[src/rtl/booth_operand_sequencer.sv]
// Buffers signed operand pairs, loads them into the Booth core (multiplicand, then multiplier), and returns the product MUL_LATENCY+3 cycles after pop.
// in_ready = FIFO not full (or popping); a held out_valid blocks new starts. Optional ZERO_BYPASS_EN: zero operand skips the core.
module booth_operand_sequencer #(
    parameter int DATA_W      = 16,
    parameter int FIFO_DEPTH  = 4,
    parameter int MUL_LATENCY = 34
) (
    input  logic                  clk,
    input  logic                  rst,
    input  logic                  in_valid,
    output logic                  in_ready,
    input  logic [DATA_W-1:0]     in_mcand,
    input  logic [DATA_W-1:0]     in_mplier,
    output logic [DATA_W-1:0]     mul_data,
    output logic                  mul_start,
    input  logic [2*DATA_W-1:0]   mul_result,
    output logic                  out_valid,
    input  logic                  out_ready,
    output logic [2*DATA_W-1:0]   out_product,
    output logic                  busy
);

    localparam int AW = (FIFO_DEPTH > 1) ? $clog2(FIFO_DEPTH) : 1;
    localparam int CW = $clog2(FIFO_DEPTH + 1);
    localparam int LW = $clog2(MUL_LATENCY);

    typedef struct packed {
        logic [DATA_W-1:0] mcand;
        logic [DATA_W-1:0] mplier;
    } pair_t;

    typedef enum logic [2:0] {
        ST_IDLE,
        ST_LOAD_M,
        ST_LOAD_Q,
        ST_WAIT,
        ST_CAPTURE
    } state_t;

    pair_t             mem [FIFO_DEPTH];
    logic [AW-1:0]     wr_ptr;
    logic [AW-1:0]     rd_ptr;
    logic [CW-1:0]     count;
    state_t            state;
    state_t            state_nxt;
    logic [DATA_W-1:0] mcand_q;
    logic [DATA_W-1:0] mplier_q;
    logic [LW-1:0]     wait_cnt;
    logic              fifo_empty;
    logic              push;
    logic              pop;
    logic              skip_core;

    assign fifo_empty = (count == '0);
    // A product accepted this cycle frees IDLE to pop immediately, giving one op per MUL_LATENCY+3 cycles.
    assign pop      = (state == ST_IDLE) && !fifo_empty && (!out_valid || out_ready);
    assign in_ready = (count != CW'(FIFO_DEPTH)) || pop;
    assign push     = in_valid && in_ready;

`ifdef ZERO_BYPASS_EN
    logic zero_q;
    assign skip_core = (mem[rd_ptr].mcand == '0) || (mem[rd_ptr].mplier == '0);
`else
    assign skip_core = 1'b0;
`endif

    always_ff @(posedge clk) begin
        if (push) begin
            mem[wr_ptr] <= '{mcand: in_mcand, mplier: in_mplier};
        end
    end

    always_ff @(posedge clk or negedge rst) begin
        if (!rst) begin
            wr_ptr <= '0;
            rd_ptr <= '0;
            count  <= '0;
        end else begin
            if (push) begin
                wr_ptr <= wr_ptr + AW'(1);
            end
            if (pop) begin
                rd_ptr <= rd_ptr + AW'(1);
            end
            case ({push, pop})
                2'b10:   count <= count + CW'(1);
                2'b01:   count <= count - CW'(1);
                default: count <= count;
            endcase
        end
    end

    always_ff @(posedge clk or negedge rst) begin
        if (!rst) begin
            state    <= ST_IDLE;
            mcand_q  <= '0;
            mplier_q <= '0;
            wait_cnt <= '0;
        end else begin
            state <= state_nxt;
            if (pop) begin
                mcand_q  <= mem[rd_ptr].mcand;
                mplier_q <= mem[rd_ptr].mplier;
            end
            if (state == ST_LOAD_Q) begin
                wait_cnt <= LW'(MUL_LATENCY - 1);
            end else if (state == ST_WAIT) begin
                wait_cnt <= wait_cnt - LW'(1);
            end
        end
    end

    always_comb begin
        state_nxt = state;
        mul_data  = '0;
        mul_start = 1'b0;
        busy      = 1'b1;
        case (state)
            ST_IDLE: begin
                busy = 1'b0;
                if (pop) begin
                    state_nxt = skip_core ? ST_CAPTURE : ST_LOAD_M;
                end
            end
            ST_LOAD_M: begin
                mul_data  = mcand_q;
                mul_start = 1'b1;
                state_nxt = ST_LOAD_Q;
            end
            ST_LOAD_Q: begin
                mul_data  = mplier_q;
                state_nxt = ST_WAIT;
            end
            ST_WAIT: begin
                mul_data = mplier_q;
                // Counter reaches zero on the same edge that enters CAPTURE.
                if (wait_cnt == LW'(1)) begin
                    state_nxt = ST_CAPTURE;
                end
            end
            ST_CAPTURE: begin
                state_nxt = ST_IDLE;
            end
            default: begin
                state_nxt = ST_IDLE;
            end
        endcase
    end

`ifdef ZERO_BYPASS_EN
    always_ff @(posedge clk or negedge rst) begin
        if (!rst) begin
            zero_q <= 1'b0;
        end else if (pop) begin
            zero_q <= skip_core;
        end
    end
`endif

    always_ff @(posedge clk or negedge rst) begin
        if (!rst) begin
            out_valid   <= 1'b0;
            out_product <= '0;
        end else if (state == ST_CAPTURE) begin
            out_valid <= 1'b1;
`ifdef ZERO_BYPASS_EN
            out_product <= zero_q ? '0 : mul_result;
`else
            out_product <= mul_result;
`endif
        end else if (out_valid && out_ready) begin
            out_valid <= 1'b0;
        end
    end

endmodule

[config.mk]
export PLATFORM = sky130hd
export DESIGN_NAME = booth_operand_sequencer
export DESIGN_NICKNAME = d
export VERILOG_FILES = /design/src/rtl/booth_operand_sequencer.sv
export SDC_FILE = /design/constraint.sdc
export NUM_CORES = 1
export LEC_CHECK = 0
export ABC_AREA = 1
export BUFFER_PORTS_ARGS = -buffer_cell sky130_fd_sc_hd__buf_4
export CELL_PAD_IN_SITES_DETAIL_PLACEMENT = 1
export CELL_PAD_IN_SITES_GLOBAL_PLACEMENT = 1
export CORE_MARGIN = 1
export CORE_UTILIZATION = 39
export DETAILED_ROUTE_END_ITERATION = 12
export MAX_ROUTING_LAYER = met4
export PLACE_DENSITY_LB_ADDON = 0.05
export SLEW_MARGIN = 20
export SYNTH_ARGS = -nofsm -noshare
export SYNTH_HDL_FRONTEND = slang
export SYNTH_SLANG_ARGS = --single-unit
[constraint.sdc]
create_clock -name clk -period 3.9 [get_ports clk]
set_input_delay 0.585 -clock clk [delete_from_list [all_inputs] [get_ports clk]]
set_output_delay 0.585 -clock clk [all_outputs]
set_load 0.1 [all_outputs]
==> metrics.yaml, run 1 <==
critical_path:
  critPathSlowestCell: "dfrtp_1"
  worst_r2r_endpoint: "mem[1][14]$_DFFE_PP_"
  ff2ff_path_depth: 8
  crit_fanout: 17
  cp-start-kind: "flip-flop"
  end_kind: "primary output"
  cp_slowest_stage_delay_ns: 0.43
  crit_type: "flip-flop to primary output"
  r2r_start: "state[0]$_DFFE_PN0P_"
  required_ns: 3.31
  reg2reg_setup_slack_ns: 1.78
  path_cells: "nor3_2 -> inv_2 -> o22ai_1 -> buf_4"
  arrival_ns: 2.09
global_routing:
  grt_max_degree: 82
  grt_pass1_wl_mm: 31.2
  grt_antenna_before_repair: 0
  grt-ovfl-total: 0
  grt_pass1_vias: 5803
  gr-usage-all-layers_pct: 19.1
floorplan:
  start_util_pct: 40.3
  die_x_um: 148
  coreArea_mm2: 0.0205
  pin_count: 120
  fp.dieArea_mm2: 0.0218
  die_y_um: 148
  rows: 52
timing:
  worstMarginPinSlew_ns: 0.907
  timing.fmax_mhz: 374
  hold_ws_ns: 0.151
  fin_crit_sh_pct: 68.6
  hold_viol: 0
  finalSetupViolCount: 0
  rsz0062_at_grt: "false"
  fin_skew_ns: 0.0151
  relSlewSlack_pct: 39.5
  drv_slew: 0
  min_period_ns: 2.67
yosys:
  synth_cell_types: 27
  synthTopCellsByCount: "edfxtp_1 (128), o21ai_0 (89), dfrtp_1 (81)"
  synth_nets: 724
  synth_warnings: 0
  async_flop_share_pct: 38.8
  yosysSeqAreaShare_pct: 71.1
  ys.flop_type: "edfxtp_1"
  synthTopCellsByArea: "edfxtp_1 (47%), dfrtp_1 (25%), o21ai_0 (5.4%), mux2_2 (4.4%), o22ai_1 (3.7%)"
  syn_area_mm2: 0.00826
  synth_edf_count: 128
  yosys.area.top_type: "edfxtp_1"
  synth_top_area_share_pct: 46.6
  yosysMostFrequentCell: "edfxtp_1"
  postSynthAreaPerCell_um2: 12.7
  ys_seq_elements: 209
  syn_inst: 649
job:
  maxCapViolations: 0
clock_tree:
  htreeDepth: 1
  post_cts_buffers: 0
  clk_path_buf_depth: 3
  cts_resized: 0
  cts-hold-fix-buffers: 0
  tritoncts: "built"
  clk_transition_reported_paths_ns: 0.06
  worstSkewPairLatency_ns: 0.51
  cts_buffers: 23
  cts.sink_count: 209
  cts_root_buffer: "clkbuf_16"
routing:
  drt_first_pass_iters: 4
  route.detailed.drc: 0
  vias: 5347
  first_iter_violations: 227
  antenna_left: 0
  wl_mm: 19.3
  avgRoutedWirePerCell_um: 18.3
  viasPerCell: 5.06
cells_and_area:
  final_cells: 1056
  drive_above_1_share_pct: 27.4
  area.growth.synth_to_final_pct: 22.4
  register_area_mm2: 0.00587
  nFillCells: 2130
  multiInputGateArea_mm2: 0.00197
  num-nets-final: 844
  diodes: 0
status:
  status: "complete, no violations"
pwr:
  p_leak_uw: 0.00405
  max-vdd-ir-drop_mv: 0.659
  powerDensity_mw_per_mm2: 916
placement:
  dp_hpwl_mm: 11.7
  place_congestion: 0.762
  port-buffer-count: 119
  dp_cells: 1014
worst_hold_path:
  hp-class: "input pin to asynchronous set/reset pin"
## cells by family after synthesis
| kind of cell | after synthesis | synth area share [%] |
|---|---|---|
| AOI/OAI and AO/OA | 158 | 10.4 |
| xor gates and xnor gates | 4 | 0.424 |
| adders and majority gates | 7 | 1.15 |
| buffers and inverters | 92 | 5.21 |
| DFF | 209 | 71.1 |
| muxes | 32 | 4.36 |
| and+or+nand+nor | 147 | 7.39 |
## final cells by class
cell class	count	share of cell area, %
clock buffers	30	6.46
clock inverters	12	0.928
multi-input cells	348	19.5
well taps	270	3.34
flip-flops and latches	209	58.1
inverters	60	2.24
repair buffers	127	9.47
## worst max-delay path by stage
stage | start | to | slack [ns] | cells past startpoint
floorplan | state[2]$_DFFE_PN0P_ | mul_data[0] | -0.29 | 4
global placement | out_ready | mem[3][11]$_DFFE_PP_ | 1.72 | 8
detailed placement | out_ready | mem[3][11]$_DFFE_PP_ | 1.68 | 8
CTS | state[2]$_DFFE_PN0P_ | mul_data[9] | 1.19 | 4
global route | state[2]$_DFFE_PN0P_ | mul_data[9] | 1.07 | 4
finish | state[2]$_DFFE_PN0P_ | mul_data[9] | 1.23 | 4
## layout by cell type, fill, tap and decap left out, types with 2 or more instances in the layout
| cell type | netlist | final |
|---|---|---|
| edfxtp_1 | 128 | 128 |
| buf_4 | 5 | 126 |
| o21ai_0 | 89 | 89 |
| dfrtp_1 | 81 | 81 |
| nor2_1 | 73 | 69 |
| inv_1 | 56 | 56 |
| nand2_1 | 50 | 50 |
| o22ai_1 | 49 | 49 |
| mux2_2 | 32 | 32 |
| clkbuf_16 | 0 | 24 |
| o21ai_1 | 14 | 14 |
| nand3_1 | 10 | 10 |
| nor2_2 | 2 | 6 |
| nand2_2 | 6 | 6 |
| ha_1 | 6 | 6 |
| clkinv_2 | 0 | 5 |
| a21oi_1 | 5 | 5 |
| xor2_1 | 4 | 4 |
| inv_2 | 4 | 3 |
| clkinv_1 | 0 | 3 |
| clkbuf_1 | 13 | 3 |
| clkbuf_8 | 0 | 3 |
| nand3_2 | 2 | 2 |
| nand4_1 | 2 | 2 |
| inv_6 | 0 | 2 |
| clkinvlp_4 | 0 | 2 |
## per-layer routing
metal	part of all wire (%)	GRT usage (%)	vias to the layer above
met3	4.7	3.52	35
met4	2.1	4.95	0
met1	43	23.0	2664
met2	50	33.0	132
met5	0	-	-
li1	-	-	2516
## critical path: cells and delay by family, from the launching register on
family	cells	cell delay (ns)
AO/OA/AOI/OAI	1	0.29
buffers and inverters	2	0.59
flip-flops	1	0.43
AND/OR/NAND/NOR	1	0.27
## sequential cells by signal, indices dropped and copies added, names as in the netlist
register	cells
out_valid	1
mcand_q	16
rd_ptr	2
wait_cnt	6
mem	128
mplier_q	16
out_product	32
wr_ptr	2
count	3
state	3
## stage by stage
| stage | instance area [um2] | power (uW) | setup slack, ns | utilization [%] | setup TNS [ns] |
|---|---|---|---|---|---|
| 3_3_place_gp | 9360 | 7130 | 1.72 | 45.7 | 0 |
| 6_report | 10100 | 9260 | 1.23 | 49.3 | 0 |
| 5_1_grt | 10100 | 9780 | 1.07 | 49.3 | 0 |
| 3_5_place_dp | 9360 | 7240 | 1.68 | 45.7 | 0 |
| 2_1_floorplan | 8260 | 6230 | -0.288 | - | -3.66 |
| 4_1_cts | 10100 | 9390 | 1.19 | 49.3 | 0 |
## power by group
| group | internal, uW | switching, uW |
|---|---|---|
| combinational | 922 | 3080 |
| sequential | 2970 | 185 |
| clock | 1250 | 857 |
| total | 5140 | 4120 |
Power figures use the tool's default switching activity.
==> inputs of run 2 (changes only) <==
clock period = 2.25 ns   (was 3.9 ns; I/O delays follow)
==> run 2 against run 1 <==
Effect of this change: highest routed layer unchanged; register-to-register slack worse by 1.4 ns; combinational power is 100% higher; worst hold slack got worse by 0.13 ns; sequential share of layout area down 2.7 points; largest cell class unchanged; global-route usage up 0.32 points; critical path type unchanged; largest power group unchanged; worst setup slack got worse by 1.1 ns; final cell count up 0.47%; clock power grew 71%.
==> metrics.yaml, run 2 (synthesis results as in run 1) <==
critical_path:
  cp-start-kind: "flip-flop"
  crit_fanout: 17
  crit_type: "flip-flop to primary output"
  arrival_ns: 1.83
  required_ns: 1.91
  end_kind: "primary output"
global_routing:
  grt_antenna_before_repair: 0
  grt_pass1_wl_mm: 31.8
  grt_pass1_vias: 5880
  gr-usage-all-layers_pct: 19.4
  grt-ovfl-total: 0
  grt_max_degree: 67
timing:
  hold_viol: 0
  fin_skew_ns: 0.0216
  drv_slew: 0
  min_period_ns: 2.17
  worstMarginPinSlew_ns: 0.670
  fin_crit_sh_pct: 96.3
  finalSetupViolCount: 0
  relSlewSlack_pct: 55.3
  rsz0062_at_grt: "false"
  timing.fmax_mhz: 461
  timing.final.ws_setup_ns: 0.0822
cells_and_area:
  utilization_pct: 51.7
  area.growth.synth_to_final_pct: 28.4
  num-nets-final: 850
  final_common_cell: "edfxtp_1"
  largest-register: "mem"
  diodes: 0
  nFillCells: 2109
  drive_above_1_share_pct: 30.1
  mostFrequentLayoutCells: "edfxtp_1 (128), buf_4 (108), o21ai_0 (89)"
  reg_top3: "mem: 128 flops, out_product: 32 flops"
  largest_reg_flops: 128
routing:
  route.detailed.drc: 0
  viasPerCell: 5.10
  vias: 5416
  drt_first_pass_iters: 4
  antenna_left: 0
  wl_mm: 19.6
  avgRoutedWirePerCell_um: 18.5
  first_iter_violations: 250
floorplan:
  rows: 52
  die_x_um: 148
  die_y_um: 148
  coreArea_mm2: 0.0205
  pin_count: 120
  start_util_pct: 40.3
  fp.dieArea_mm2: 0.0218
placement:
  dp_hpwl_mm: 12.4
  port-buffer-count: 119
  place_congestion: 0.743
  pre_cts_ws_ns: 0.332
clock_tree:
  cts_buffers: 22
  worstSkewPairLatency_ns: 0.51
  htreeDepth: 1
  clk_path_buf_depth: 3
  cts.sink_count: 209
  tritoncts: "built"
  clk_transition_reported_paths_ns: 0.06
  cts_root_buffer: "clkbuf_16"
status:
  status: "complete, no violations"
worst_hold_path:
  hp-class: "input pin to flip-flop"
job:
  maxCapViolations: 0
pwr:
  p_leak_uw: 0.00418
  max-vdd-ir-drop_mv: 1.23
  powerDensity_mw_per_mm2: 1610
run 2: cell count changes in the layout (fill, tap and decap cells not counted), moves of 4 or more:
cell     before  now
buf_4       126  108
o22ai_1      49   33
o22ai_4       0   16
buf_6         1   14
buf_12        0    8
nor2_2        6    2
nor2_4        1    5
run 2: cell type report:
class | instances | area (um2) | share of cell area (%)
timing repair buffer | 134 | 1180 | 11.2
tap | 270 | 338 | 3.19
clock inverter | 9 | 105 | 0.991
clock buffer | 31 | 624 | 5.89
multi-input combinational | 348 | 2250 | 21.2
sequential | 209 | 5870 | 55.4
inverter | 60 | 230 | 2.17
run 2: critical path: stages (launching register included):
cell and delay [ns]:
dfrtp_1 0.39, inv_2 0.08, nor3_4 0.27, inv_6 0.19, o22ai_4 0.18, buf_8 0.23
run 2: per-stage QoR:
stage | setup TNS (ns) | instance area, um2 | hold WS [ns] | std cells | total power (uW)
CTS | 0 | 10600 | 0.00585 | 1059 | 17200
global placement | 0 | 9760 | 0.319 | 1018 | 13200
global route | 0 | 10600 | 0.0103 | 1061 | 18000
finish | 0 | 10600 | 0.0243 | 1061 | 17100
floorplan | -5.41 | 8560 | 0.0419 | 649 | 11500
detailed placement | 0 | 9760 | 0.320 | 1018 | 13400
run 2: what timing repair did:
item / 4_1_cts / 5_1_grt
hold buffers: 1 / 0
gates resized for setup: 18 / 6
hold endpoints to repair: 34 / 0
cloned: 0 / 0
pin swaps: 0 / 1
setup buffers: 0 / 2
setup endpoints to repair: 17 / 17
run 2: final timing paths:
kind | start | end | slack, ns | cells after the start
min in group asynchronous | rst | out_product[6]$_DFFE_PN0P_ | 0.33 | 2
setup / recovery | state[0]$_DFFE_PN0P_ | mul_data[3] | 0.08 | 5
max in group asynchronous | rst | wait_cnt[3]$_DFFE_PN0N_ | 1.30 | 3
hold / removal | in_mplier[5] | mem[1][5]$_DFFE_PP_ | 0.02 | 1
setup reg to reg | state[2]$_DFFE_PN0P_ | mem[0][23]$_DFFE_PP_ | 0.35 | 8
hold reg to reg | out_product[10]$_DFFE_PN0P_ | out_product[10]$_DFFE_PN0P_ | 0.51 | 1
run 2: power by group:
group          internal [uW]  total [uW]  leakage [uW]  switching [uW]
clock network           2170        3610      0.000362            1450
logic                   2220        7990       0.00167            5770
registers               5140        5460       0.00214             328
total                   9520       17100       0.00418            7540
run 2: per-layer routing:
layer	vias up	wire, um	global-route usage (%)
met5	-	0	-
met4	0	374	4.33
met3	28	934	2.90
met2	143	9770	33.3
met1	2724	8560	24.4
li1	2521	-	-
